## config.mk

```make
export PLATFORM = sky130hd
export DESIGN_NAME = covox_audio_dac
export DESIGN_NICKNAME = d
export VERILOG_FILES = /design/src/rtl/covox_pkg.sv /design/src/rtl/covox_audio_dac_sync2.sv /design/src/rtl/covox_audio_dac.sv
export SDC_FILE = /design/constraint.sdc
export NUM_CORES = 1
export LEC_CHECK = 0
export CAP_MARGIN = 20
export CORE_MARGIN = 4
export CORE_UTILIZATION = 50
export CTS_CLUSTER_DIAMETER = 50
export DETAILED_ROUTE_END_ITERATION = 10
export GPL_TIMING_DRIVEN = 0
export PLACE_DENSITY = 0.72
export REMOVE_ABC_BUFFERS = 1
export SLEW_MARGIN = 10
export SYNTH_ARGS = -nofsm -noshare
export SYNTH_HDL_FRONTEND = slang
export SYNTH_SLANG_ARGS = --single-unit
```

## constraint.sdc

```tcl
create_clock -name cpu_clock -period 4 [get_ports cpu_clock]
set_clock_uncertainty 0.2 [all_clocks]
set_input_delay 0.8 -clock cpu_clock [delete_from_list [all_inputs] [get_ports cpu_clock]]
set_output_delay 0.8 -clock cpu_clock [all_outputs]
set_load 0.01 [all_outputs]
```

## src/rtl/covox_pkg.sv

```systemverilog
// covox_pkg: shared widths, limits and default mix levels for the covox audio back-end.
package covox_pkg;
    localparam int             MIX_W          = 9;
    localparam logic [MIX_W-1:0] MIX_MAX      = 9'd511;
    localparam logic [MIX_W-1:0] PWM_LAST     = 9'd510;
    localparam logic [MIX_W-1:0] BEEP_LEVEL_DEF = 9'd128;
    localparam logic [MIX_W-1:0] TAPE_LEVEL_DEF = 9'd32;
endpackage

```

## src/rtl/covox_audio_dac_sync2.sv

```systemverilog
// sync2: two-flop synchroniser with asynchronous active-low reset to 0.
module sync2 (
    input  logic clk,
    input  logic rst_n,
    input  logic d,
    output logic q
);
    logic s1;
    always_ff @(posedge clk or negedge rst_n)
        if (!rst_n) {q, s1} <= 2'b00;
        else        {q, s1} <= {s1, d};
endmodule

```

## src/rtl/covox_audio_dac.sv

```systemverilog
// covox_audio_dac: mixes covox sample, beeper and tapeout into a 1-bit DAC stream.
// COVOX_SIGMA_DELTA_EN selects a first-order sigma-delta modulator; otherwise 9-bit PWM.
module covox_audio_dac
    import covox_pkg::*;
#(
    parameter logic [MIX_W-1:0] BEEP_LEVEL = BEEP_LEVEL_DEF,
    parameter logic [MIX_W-1:0] TAPE_LEVEL = TAPE_LEVEL_DEF
) (
    input  logic       cpu_clock,
    input  logic       reset,
    input  logic       covox,
    input  logic [7:0] d,
    input  logic       beeper,
    input  logic       tapeout,
    output logic [7:0] covox_data,
    output logic       audio_out
);
    logic             cv_s2, cv_s3, beep_s, tape_s, armed;
    logic [1:0]       valid;
    logic [MIX_W-1:0] mix;
    logic [MIX_W:0]   mix_sum;

    sync2 u_cv   (.clk(cpu_clock), .rst_n(reset), .d(covox),   .q(cv_s2));
    sync2 u_beep (.clk(cpu_clock), .rst_n(reset), .d(beeper),  .q(beep_s));
    sync2 u_tape (.clk(cpu_clock), .rst_n(reset), .d(tapeout), .q(tape_s));

    assign mix_sum = {2'b00, covox_data} + {1'b0, beep_s ? BEEP_LEVEL : '0}
                   + {1'b0, tape_s ? TAPE_LEVEL : '0};

    // The synchroniser's reset zeros are not real samples: arm capture only once a
    // genuine low has been seen, so a strobe held across reset release is ignored.
    always_ff @(posedge cpu_clock or negedge reset)
        if (!reset) begin
            cv_s3      <= 1'b0;
            valid      <= 2'b00;
            armed      <= 1'b0;
            covox_data <= 8'h00;
            mix        <= '0;
        end else begin
            cv_s3 <= cv_s2;
            valid <= {valid[0], 1'b1};
            armed <= armed | (valid[1] & ~cv_s2);
            if (armed & cv_s2 & ~cv_s3) covox_data <= d;
            mix   <= (mix_sum > {1'b0, MIX_MAX}) ? MIX_MAX : mix_sum[MIX_W-1:0];
        end

`ifdef COVOX_SIGMA_DELTA_EN
    logic [MIX_W-1:0] acc;
    logic [MIX_W:0]   acc_sum;
    assign acc_sum = {1'b0, acc} + {1'b0, mix};
    always_ff @(posedge cpu_clock or negedge reset)
        if (!reset) begin
            acc       <= '0;
            audio_out <= 1'b0;
        end else begin
            acc       <= acc_sum[MIX_W-1:0];
            audio_out <= acc_sum[MIX_W];
        end
`else
    logic [MIX_W-1:0] cnt, duty;
    // Duty reloads only at the period boundary so a period never glitches.
    always_ff @(posedge cpu_clock or negedge reset)
        if (!reset) begin
            cnt       <= '0;
            duty      <= '0;
            audio_out <= 1'b0;
        end else begin
            cnt       <= (cnt == PWM_LAST) ? '0 : cnt + 9'd1;
            if (cnt == PWM_LAST) duty <= mix;
            audio_out <= cnt < duty;
        end
`endif
endmodule

```

## After elaboration in Yosys (flattened, before gate mapping)

Index checks and enable logic that the tools add are counted.

- Bits in registers: 46
- Output and inout bits: 9
- Input bits: 13
- Logic and storage cells: 30

- Bitwise logic cells: 6
- Order comparisons: 2
- Muxes and demuxes: 4
- Equality and inequality tests: 1
- $add $sub $neg: 3

Operator list:

| kind | number |
|---|---|
| 2-to-1 mux 9 bit | 2 |
| adder 9 x 6 -> 10 bit | 1 |
| greater-than comparator 10 x 9 -> 1 bit (second input constant) | 1 |
| adder 8 x 8 -> 9 bit | 1 |
| adder 9 x 1 -> 9 bit (second input constant) | 1 |
| == test 9 bit (second input constant) | 1 |
| less-than comparator 9 bit | 1 |
| 2-to-1 mux 8 bit | 1 |
| 2-to-1 mux 6 bit | 1 |
| AND 1 bit | 3 |
| NOT 1 bit | 2 |
| OR 1 bit | 1 |

## Longest topological paths before layout

- Depth after elaboration: 5
- Gate-level depth with buffers: 6
- Depth with buffers taken out: 5

## By module

From an unflattened synthesis, not the netlist that was laid out.

- Cells, all modules: 151
- Area, all modules: 1849.3 um^2

By module, submodules not included:

| module | sequential area each (um^2) | cells each | area an instance (um^2) | times used |
|---|---|---|---|---|
| covox_audio_dac | 1001.0 | 145 | 1699.1 | 1 |
| sync2 | 50.0 | 2 | 50.0 | 3 |

## Least setup slack after synthesis

OpenSTA, ideal clock, no wires.

- Path kind: register to register
- Start: register cnt[0]
- End: register duty[4]
- Arrival time: 1.387 ns
- Library setup time: 0.125 ns
- Cell stages (with the launch flop): 7
- Clock period less this slack: 1.712 ns
- Buffers on the path: 1
- Required time: 3.675 ns
- Slack: 2.288 ns
- Path through: dfrtp_1 > inv_1 > ha_1 > nand4_4 > nor2_8 > buf_12 > mux2_4

- Longest elaborated chain between the ends: 1

Ends and longest elaborated chain:

| what | RTL line | RTL |
|---|---|---|
| start: declaration | covox_audio_dac.sv:60 | `logic [MIX_W-1:0] cnt, duty;` |
| start signal: assignment | covox_audio_dac.sv:68 | `cnt <= (cnt == PWM_LAST) ? '0 : cnt + 9'd1;` |
| == test 9 bit | covox_audio_dac.sv:69 | `if (cnt == PWM_LAST) duty <= mix;` |
| end signal: assignment | covox_audio_dac.sv:69 |  |
| end: declaration | covox_audio_dac.sv:60 |  |

Every way passes these cells.
A chain may end at the register's enable or synchronous reset.

## Worst setup path in the final report

- Start: register covox_data[6]
- End: output covox_data[6]

RTL lines:

| what | RTL line | RTL |
|---|---|---|
| start: declaration | covox_audio_dac.sv:15 | `output logic [7:0] covox_data,` |
| start signal: assignment | covox_audio_dac.sv:37 | `covox_data <= 8'h00;` |
| start signal: assignment | covox_audio_dac.sv:43 | `if (armed & cv_s2 & ~cv_s3) covox_data <= d;` |

No word-level cell between the ends.

==> results.json <==
{
  "status": "completed",
  "vias": 1139,
  "grt_usage": 0.143,
  "arrival_ps": 1260,
  "worstPathRequired_ps": 3000,
  "tns_ps": 0,
  "coreArea_sq_um": 3720,
  "drt_iter0_drc": 77,
  "cts_tree": "yes",
  "first_pass_iters": 4,
  "crit_family": "buffers and inverters",
  "routedWlPerCell_um": 14.2,
  "synthAdderAreaFrac": 0.0833,
  "drc": 0,
  "postCtsHoldBufs": 0,
  "die_w_um": 70.5,
  "end_kind": "output pin",
  "nFillCells": 298,
  "path_max_fanout": 4,
  "setup_ws_ps": 1740,
  "yosys_warnings": 0,
  "grt-ovfl-total": 0,
  "cts_resized": 0,
  "ys_seq_elements": 46,
  "cts.sinks": 46,
  "die_y_um": 70.5,
  "synth_top_family_by_area": "multiplexers",
  "crit_buf_inv": 1,
  "netlist_top_cells_count": "dfrtp_1 (46), ha_1 (13), inv_1 (13), mux2_2 (13), o21ai_0 (8)",
  "period_needed_ps": 2260,
  "synth_compound_area_frac": 0.0558,
  "nNetsFinal": 192,
  "grt_max_degree": 39,
  "htreeDepth": 2,
  "hold_class": "in2async",
  "grt_antenna_before_repair": 0,
  "via_per_inst": 5.30,
  "yosysTopAreaCell": "dfrtp_1",
  "synth_edf_count": 0,
  "synth-async-reset-ratio": 1.00,
  "grt_pass1_wl_um": 5500,
  "cts-root-buf": "clkbuf_8",
  "critPathKind": "reg2out",
  "p_per_area_nw_per_um2": 388,
  "vdd_drop_max_mv": 0.277,
  "start_util": 0.525,
  "maxCapViolations": 0,
  "hold_viol": 0,
  "clk_pin_slew_worst_paths_ps": 80,
  "whs_ps": 154,
  "rows": 22,
  "synth.cell_area_sq_um": 1950,
  "synth_xor_area_frac": 0.0179,
  "netlist_instances": 147,
  "worst_path_max_delay_cell": "clkdlybuf4s50_1",
  "pin_count": 22,
  "synth.area.top_cells": "dfrtp_1 (59%), ha_1 (8.3%), mux2_2 (7.5%), mux2_4 (3.1%), inv_1 (2.5%)",
  "diodes": 0,
  "setup_viol": 0,
  "place_area_sq_um": 2180,
  "cts_setup_buffers": 0,
  "synth_most_common_cell": "dfrtp_1",
  "area_growth_pct": 15.9,
  "dp_hpwl_um": 2260,
  "ant_nets": 0,
  "synth.distinct_cells": 28,
  "grt_pass1_vias": 1230,
  "leakage_nw": 1.06,
  "clock_latency_ps": 300,
  "dieArea_sq_um": 4970,
  "wirelength_um": 3050,
  "start_kind": "flip-flop",
  "fmax_mhz": 442,
  "synth_ff_type": "dfrtp_1",
  "pre_cts_ws_ps": 2070,
  "cpPeakStageDelay_ps": 560,
  "cp_cell_sequence": "clkdlybuf4s50_1",
  "drive_gt1_frac": 0.180,
  "clockBufferDepth": 2,
  "synth_top_area_frac": 0.590,
  "gp_congestion": 0.842,
  "fin_area_sq_um": 2260,
  "numCtsBuffers": 5,
  "finalMaxSlewViolations": 0,
  "synth-simple-area-share": 0.0891,
  "buffer_ports.inserted": 21,
  "synth_mux_area_frac": 0.106,
  "period_share": 0.565,
  "synth_area_per_cell_sq_um": 13.3,
  "synth-seq-area-share": 0.590,
  "rsz0062_at_grt": "false"
}
per-stage QoR:
step                      power [mW]   util  cells
after floorplan                0.554      -    137
after global placement         0.607  0.581    206
after detailed placement       0.614  0.586    207
after CTS                      0.890  0.609    215
after global routing           0.923  0.609    215
final                          0.878  0.609    215
worst paths after layout:
path	startpoint	to	slack [ps]	depth (start not counted)
setup / recovery	covox_data[6]	covox_data[6]	1740	1
hold / removal	reset	cnt[3]	150	1
setup reg to reg	cnt[0]	duty[8]	2150	5
hold reg to reg	u_tape.s1	u_tape.q	150	0
max in group asynchronous	reset	duty[5]	2980	2
min in group cpu_clock	u_tape.s1	u_tape.q	150	0
layout make-up:
class | count | area, sq um | share of cell area
Inverter | 13 | 48.8 | 0.0216
Multi-Input combinational cell | 78 | 691 | 0.305
Clock buffer | 6 | 72.6 | 0.0321
Timing Repair Buffer | 22 | 225 | 0.0996
Sequential cell | 46 | 1150 | 0.509
Tap cell | 48 | 60.1 | 0.0265
Clock inverter | 2 | 13.8 | 0.00608
registers in the layout (all words and copies together), names as in the netlist:
| signal | flops |
|---|---|
| covox_data | 8 |
| u_cv.s1 | 1 |
| u_tape.s1 | 1 |
| u_beep.q | 1 |
| u_beep.s1 | 1 |
| armed | 1 |
| cnt | 9 |
| cv_s3 | 1 |
| audio_out | 1 |
| mix | 9 |
| u_cv.q | 1 |
| u_tape.q | 1 |
| valid | 2 |
| duty | 9 |
cells by family (layout without fill, tap and decap cells):
kind of cell / after synthesis / in the layout
XOR/XNOR: 4 / 4
flip-flops: 46 / 46
AO/OA/AOI/OAI: 19 / 19
multiplexers: 17 / 17
buffers and inverters: 23 / 43
other: 1 / 1
AND/OR/NAND/NOR: 24 / 24
adder cells (fa/ha/maj): 13 / 13
where the power goes:
group          switching (mW)  internal (mW)
clock network           0.152          0.123
logic                  0.0327         0.0518
registers              0.0176          0.501
placed cells by master (no fill, tap or decap), types with 2 or more instances in the layout:
| cell type | n |
|---|---|
| a21oi_1 | 6 |
| clkbuf_8 | 5 |
| clkdlybuf4s50_1 | 20 |
| dfrtp_1 | 46 |
| ha_1 | 13 |
| inv_1 | 13 |
| mux2_2 | 13 |
| mux2_4 | 4 |
| nand2_1 | 3 |
| nand3_1 | 4 |
| nand4_1 | 2 |
| nand4_4 | 2 |
| nor2_1 | 5 |
| o211ai_1 | 2 |
| o21ai_0 | 8 |
| or3_1 | 3 |
| xnor2_1 | 2 |
| xor2_1 | 2 |
layer usage:
layer | global-route usage | vias up | part of all wire
met5 | 0 | - | 0
met1 | 0.164 | 575 | 0.42
met4 | 0.0830 | 0 | 0.023
li1 | - | 529 | -
met2 | 0.242 | 27 | 0.51
met3 | 0.0345 | 8 | 0.044
(Power assumes the default switching activity.)
